--- config.mk ---
export PLATFORM = sky130hd
export DESIGN_NAME = mult_acc_stage
export DESIGN_NICKNAME = d
export VERILOG_FILES = /design/src/rtl/mult_pkg.sv /design/src/rtl/mult_acc_stage_acc_add.sv /design/src/rtl/mult_acc_stage.sv
export SDC_FILE = /design/constraint.sdc
export NUM_CORES = 1
export LEC_CHECK = 0
export CAP_MARGIN = 20
export CORE_ASPECT_RATIO = 0.8
export CORE_MARGIN = 8
export CORE_UTILIZATION = 35
export DETAILED_ROUTE_END_ITERATION = 6
export DONT_BUFFER_PORTS = 1
export PLACE_DENSITY = 0.54
export RECOVER_POWER = 100
export SYNTH_ARGS = -nofsm -noshare
export SYNTH_HDL_FRONTEND = slang
export SYNTH_SLANG_ARGS = --single-unit
--- constraint.sdc ---
create_clock -name clk -period 4.7 [get_ports clk]
set_input_delay 0.94 -clock clk [delete_from_list [all_inputs] [get_ports clk]]
set_output_delay 0.94 -clock clk [all_outputs]
set_load 0.1 [all_outputs]
--- src/rtl/mult_pkg.sv ---
// Shared definitions for the multiply-accumulate stage: default widths and FSM state encoding.
package mult_pkg;

  localparam int PROD_W = 32;
  localparam int ACC_W  = 40;
  localparam int CNT_W  = 8;

  typedef enum logic {
    ST_ACCUM = 1'b0,
    ST_HOLD  = 1'b1
  } state_t;

endpackage

--- src/rtl/mult_acc_stage_acc_add.sv ---
// ACC_W-bit adder with carry-out; clamps to all-ones on carry when MULT_ACC_SAT_EN is defined.
module acc_add #(
  parameter int ACC_W = 40
) (
  input  logic [ACC_W-1:0] i_a,
  input  logic [ACC_W-1:0] i_b,
  output logic [ACC_W-1:0] o_sum,
  output logic             o_carry
);

  logic [ACC_W:0] w_full;

  assign w_full  = {1'b0, i_a} + {1'b0, i_b};
  assign o_carry = w_full[ACC_W];

`ifdef MULT_ACC_SAT_EN
  // Once clamped, any further nonzero addend carries again, so the sum stays pinned.
  assign o_sum = o_carry ? {ACC_W{1'b1}} : w_full[ACC_W-1:0];
`else
  assign o_sum = w_full[ACC_W-1:0];
`endif

endmodule

--- src/rtl/mult_acc_stage.sv ---
// Burst accumulator behind the 16x16 multiplier: sums products until prod_last, then holds the
// result for the consumer. Optional saturation via MULT_ACC_SAT_EN (wraps when undefined).
module mult_acc_stage
  import mult_pkg::state_t;
  import mult_pkg::ST_ACCUM;
  import mult_pkg::ST_HOLD;
#(
  parameter int PROD_W = 32,
  parameter int ACC_W  = 40,
  parameter int CNT_W  = 8
) (
  input  logic              clk,
  input  logic              rst_n,
  input  logic              prod_valid,
  output logic              prod_ready,
  input  logic [PROD_W-1:0] prod_data,
  input  logic              prod_last,
  input  logic              clear,
  output logic              acc_valid,
  input  logic              acc_ready,
  output logic [ACC_W-1:0]  acc_data,
  output logic [CNT_W-1:0]  acc_count,
  output logic              acc_ovf
);

  state_t             r_state;
  logic [ACC_W-1:0]   r_acc;
  logic [CNT_W-1:0]   r_cnt;
  logic               r_ovf;
  logic               r_prod_ready;
  logic               r_acc_valid;

  logic [ACC_W-1:0]   w_prod_ext;
  logic [ACC_W-1:0]   w_sum;
  logic               w_carry;
  logic               w_xfer;
  logic [CNT_W-1:0]   w_cnt_nxt;

  assign w_prod_ext = ACC_W'(prod_data);
  assign w_xfer     = prod_valid & r_prod_ready;
  assign w_cnt_nxt  = (r_cnt == {CNT_W{1'b1}}) ? r_cnt : r_cnt + 1'b1;

  acc_add #(.ACC_W(ACC_W)) u_add (
    .i_a     (r_acc),
    .i_b     (w_prod_ext),
    .o_sum   (w_sum),
    .o_carry (w_carry)
  );

  always_ff @(posedge clk or negedge rst_n) begin
    if (!rst_n) begin
      r_state      <= ST_ACCUM;
      r_acc        <= '0;
      r_cnt        <= '0;
      r_ovf        <= 1'b0;
      r_prod_ready <= 1'b1;
      r_acc_valid  <= 1'b0;
    end else if (clear) begin
      // Abort wins over everything, including a same-cycle product or a pending result.
      r_state      <= ST_ACCUM;
      r_acc        <= '0;
      r_cnt        <= '0;
      r_ovf        <= 1'b0;
      r_prod_ready <= 1'b1;
      r_acc_valid  <= 1'b0;
    end else begin
      case (r_state)
        ST_ACCUM: begin
          if (w_xfer) begin
            r_acc <= w_sum;
            r_cnt <= w_cnt_nxt;
            r_ovf <= r_ovf | w_carry;
            if (prod_last) begin
              r_state      <= ST_HOLD;
              r_prod_ready <= 1'b0;
              r_acc_valid  <= 1'b1;
            end
          end
        end
        ST_HOLD: begin
          if (acc_ready) begin
            r_state      <= ST_ACCUM;
            r_acc        <= '0;
            r_cnt        <= '0;
            r_ovf        <= 1'b0;
            r_prod_ready <= 1'b1;
            r_acc_valid  <= 1'b0;
          end
        end
        default: begin
          r_state      <= ST_ACCUM;
          r_prod_ready <= 1'b1;
          r_acc_valid  <= 1'b0;
        end
      endcase
    end
  end

  assign prod_ready = r_prod_ready;
  assign acc_valid  = r_acc_valid;
  assign acc_data   = r_acc;
  assign acc_count  = r_cnt;
  assign acc_ovf    = r_ovf;

endmodule

== Yosys cells after proc, flatten, opt, wreduce, memory -nomap -nowiden ==
Cells that the tools add are included.
Word-level totals
  register bits after elaboration: 52
  output and inout port bits: 51
Cells by class
  add/subtract/negate cells: 2
  equal/unequal tests: 5
  mux-type cells: 27
  bitwise logic cells: 3
  reductions and logical operators: 3
Operators with widths (count)
  40-bit two-way mux: 3
  40-bit one-hot mux with 2 select lines: 1
  40-bit by 32-bit adder with 41-bit output: 1
  8-bit two-way mux: 4
  8-bit one-hot mux with 2 select lines: 1
  1-bit two-way mux: 14
  3-bit inequality test, second input constant: 4
  8-bit by 1-bit adder with 8-bit output, second input constant: 1
  8-bit equality test, second input constant: 1
  1-bit one-hot mux with 2 select lines: 4
  3-bit AND reduction: 2
  2-bit AND reduction: 1
  1-bit AND: 1
  1-bit inverter: 1
  1-bit OR: 1

== Logic depth before layout (Yosys ltp) ==
  depth in word-level cells: 5
  depth in mapped cells: 11

== Cells and area by module ==
From an unflattened synthesis, not the netlist that was laid out.
Second synthesis, totals
  cells, all modules: 551
  area, all modules: 4415.5 um2
By module, submodules not included
  mult_acc_stage: times used 1, cells each 240, area each 2224.6 um2, sequential area each 1302.5 um2
  acc_add: times used 1, cells each 311, area each 2190.9 um2, sequential area each 0.0 um2

== Worst setup path after synthesis ==
OpenSTA, ideal clock, no wires.
  kind: reg-to-reg
  from: register r_acc[1], in the netlist acc_data[1]
  to: register r_acc[39], in the netlist acc_data[39]
  library setup time: 131 ps
  arrival time: 3214 ps
  required time: 4569 ps
  slack: 1354 ps
  cell stages (with the launch flop): 11
  clock period less this slack: 3346 ps
  cells stage by stage: dfrtp_1 > ha_1 > a211oi_4 > o211ai_2 > a311oi_1 > a31oi_1 > nor3b_2 > a41o_1 > buf_6 > and4_4 > or3_1
On the way
  longest elaborated chain between the ends: 4
Ends and longest elaborated chain
  start: declaration: RTL line mult_acc_stage.sv:27  | logic [ACC_W-1:0] r_acc;
  start signal: assignment: RTL line mult_acc_stage.sv:70  | r_acc <= w_sum;
  40-bit by 32-bit adder with 41-bit output: RTL line mult_acc_stage_acc_add.sv:13  | assign w_full = {1'b0, i_a} + {1'b0, i_b};
  40-bit two-way mux: RTL line mult_acc_stage.sv:69  | if (w_xfer) begin
  40-bit one-hot mux with 2 select lines: RTL line mult_acc_stage.sv:67  | case (r_state)
  40-bit two-way mux: RTL line mult_acc_stage.sv:58  | end else if (clear) begin
Every way passes these cells. The select of a mux whose other input is x is not followed.
A chain may end at the register's enable or synchronous reset.

== Worst setup path after layout ==
  from: register r_acc[2], in the netlist acc_data[2]
  to: register r_acc[38], in the netlist acc_data[38]
Same word-level chain as after synthesis.

==> results.json <==
{
  "status": "complete, but fails checks",
  "violations": "capacitance limit, slew limit",
  "grtUsageTotal_pct": 14.5,
  "synthSimpleGateAreaFrac_pct": 16.1,
  "synth_edf_count": 0,
  "avgViaCountPerCell": 5.58,
  "syn_inst": 457,
  "grt_max_degree": 53,
  "die_w_um": 134,
  "wl_met2_um": 5070,
  "r2r_start": "acc_data[2]",
  "startpoint": "acc_data[2]",
  "hold_slack_ns": 0.339,
  "cts_buffers": 5,
  "synth.net_count": 529,
  "hold_class": "in -> async",
  "ir_worst_vdd_v": 0.000189,
  "rsz0062_at_grt": "no",
  "synth_top_area_share_pct": 32.8,
  "internal_power_uw": 915,
  "holdBufCountCts": 0,
  "synth_seq_area_share_pct": 33.5,
  "switchingPower_uw": 900,
  "cts_sinks": 52,
  "postCtsSetupBuffers": 0,
  "synthAdderAreaFrac_pct": 11.1,
  "synth_area_um2": 3890,
  "fmax_mhz": 253,
  "path_max_fanout": 9,
  "wl_um": 10800,
  "ant_nets": 0,
  "cp_top_family": "compound AO/OA/AOI/OAI gates",
  "drive_above_1_share_pct": 4.02,
  "fin_cells": 617,
  "crit_path_end_kind": "register",
  "clkSlewWorstSetupHoldPaths_ns": 0.07,
  "fin_crit_sh_pct": 84.1,
  "synth.area.mux_share_pct": 0.579,
  "antenna_found_initial": 0,
  "initial_core_util_pct": 35.9,
  "io_pins": 89,
  "drt_iter0_markers": 178,
  "root_buffer": "clkbuf_16",
  "period_needed_ns": 3.95,
  "firstDrtPassIters": 5,
  "synthArstFlopShare_pct": 100,
  "max-slew-margin-rel_pct": -11.6,
  "power_density_nw_per_um2": 426,
  "syn_area_per_cell_um2": 8.51,
  "yosys_warnings": 0,
  "worstPathRequired_ns": 4.89,
  "num_vias": 3443,
  "yosys.area.top_type": "dfrtp_1",
  "clock_skew_ns": 0.00658,
  "grt_first_pass_wirelength_um": 17500,
  "core_area_um2": 10800,
  "routed-wl-met3_um": 631,
  "numPlacedInstances": 609,
  "synth_xor_area_share_pct": 7.20,
  "p_clk_share_pct": 20.2,
  "drv_cap": 1,
  "row_count": 34,
  "synth-seq-cells": 52,
  "clk_latency_ns": 0.29,
  "crit_slowest_cell": "clkbuf_1",
  "cp.arrival_ns": 4.14,
  "tritoncts": "built",
  "htree_levels": 2,
  "grt_pass1_vias": 3293,
  "synth_compound_area_share_pct": 28.1,
  "numPortBuffers": 0,
  "drc": 0,
  "met1_length_um": 5000,
  "synth_area_leaders": "dfrtp_1, ha_1, nand2_1",
  "cts_resized": 0,
  "yosys-top-cells-count": "nand2_1, dfrtp_1, a21oi_1",
  "worst_pin_slew_ns": 1.67,
  "clk_path_buf_depth": 2,
  "yosysMostFrequentCell": "nand2_1",
  "antenna_cells": 0,
  "setup_viol": 0,
  "grt_overflow": 0,
  "wl_per_cell_um": 17.5,
  "top_layer_used": "met4",
  "p_sw_share_pct": 49.6,
  "p_comb_share_pct": 44.0,
  "start_kind": "register",
  "synthDistinctLibCells": 58,
  "area_growth_pct": 9.39,
  "crit_chain": "clkbuf_1 -> ha_1 -> a211o_1 -> o211ai_1 -> a211o_1 -> a21oi_1 -> a21oi_1 -> o21ai_1 -> a31oi_1 -> a41o_1",
  "synth_top_family_by_area": "compound AO/OA/AOI/OAI gates",
  "p_leak_uw": 0.00199,
  "dp_hpwl_um": 8230,
  "design.die.area_um2": 14800,
  "crit_type": "reg -> reg",
  "fin_nets": 544,
  "slew_viol_final": 34,
  "nFillCells": 1145,
  "die_h_um": 110,
  "seqPwrFrac_pct": 35.8,
  "final-hold-violation-count": 0,
  "path_buf_inv": 1,
  "synth_top_flop_cell": "dfrtp_1",
  "tns_ns": 0,
  "place_congestion": 0.893,
  "slowest_delay_ns": 0.92
}
kinds of logic after synthesis:
group                    Yosys count
XOR/XNOR                          32
flip-flops                        52
multiplexers                       2
buffers and inverters             33
adder cells (fa/ha/maj)           34
AO/OA/AOI/OAI                    168
AND/OR/NAND/NOR                  136
power by group through the flow:
stage / Combinational (µW) / Sequential [µW] / Clock [µW]
floorplan: 423 / 897 / 0
global placement: 820 / 660 / 0
detailed placement: 827 / 662 / 0
CTS: 831 / 653 / 381
global route: 871 / 658 / 396
finish: 798 / 650 / 367
metrics by stage:
stage                     total power (µW)  instance area (µm²)  setup slack [ns]  util [%]
final                                 1810                 4260             0.747      39.2
after global routing                  1920                 4260             0.498      39.2
after CTS                             1870                 4340              1.18      40.0
after detailed placement              1490                 4210              1.04      38.8
after global placement                1480                 4190              1.15      38.6
after floorplan                       1320                 3890              1.35         -
worst reg2reg max path, stage by stage (launching register included):
cell and delay (ns):
dfrtp_1 0.33, clkbuf_1 0.92, ha_1 0.46, a211o_1 0.14, o211ai_1 0.16, a211o_1 0.31
a21oi_1 0.32, a21oi_1 0.20, o21ai_1 0.59, a31oi_1 0.17, a41o_1 0.25
flip-flops by register name, indices dropped and copies added, names as in the netlist:
| signal | cells |
|---|---|
| acc_valid | 1 |
| acc_data | 40 |
| prod_ready | 1 |
| acc_count | 8 |
| acc_ovf | 1 |
| r_state | 1 |
layout by cell type (no fill, tap or decap), types with 5 or more instances in the layout:
| master | n |
|---|---|
| a21o_1 | 21 |
| xor2_1 | 16 |
| xnor2_1 | 16 |
| and3_1 | 8 |
| dfrtp_1 | 51 |
| o21ai_1 | 7 |
| ha_1 | 33 |
| a22o_1 | 5 |
| a21oi_1 | 42 |
| a31oi_1 | 10 |
| nor2_1 | 30 |
| nand4_1 | 6 |
| o21ai_0 | 39 |
| nand3_1 | 14 |
| clkbuf_1 | 25 |
| nand2_1 | 58 |
| inv_1 | 12 |
| clkbuf_16 | 5 |
worst paths after layout:
kind | endpoint | slack, ns | cells after the start
worst max-delay path | acc_data[38] | 0.75 | 10
worst min-delay path | acc_data[22] | 0.34 | 0
worst max register to register | acc_data[38] | 0.75 | 10
worst min register to register | r_state | 0.63 | 2
max in group asynchronous | prod_ready | 4.16 | 0
min in group clk | r_state | 0.63 | 2
routing by layer:
layer | GRT usage, % | up-vias
met2 | 23.7 | 71
met3 | 3.71 | 4
met1 | 19.1 | 1662
met4 | 3.28 | 0
met5 | 0 | -
li1 | - | 1706
cell type report:
class	instances	area, µm²	area share, %
inverters	13	48.8	1.15
flip-flops and latches	52	1300	30.6
clock buffers	7	133	3.12
multi-input cells	372	2460	57.7
clock inverters	1	5.00	0.118
well taps	144	180	4.23
repair buffers	28	131	3.09
No activity file was read; power rests on OpenSTA's default activity.
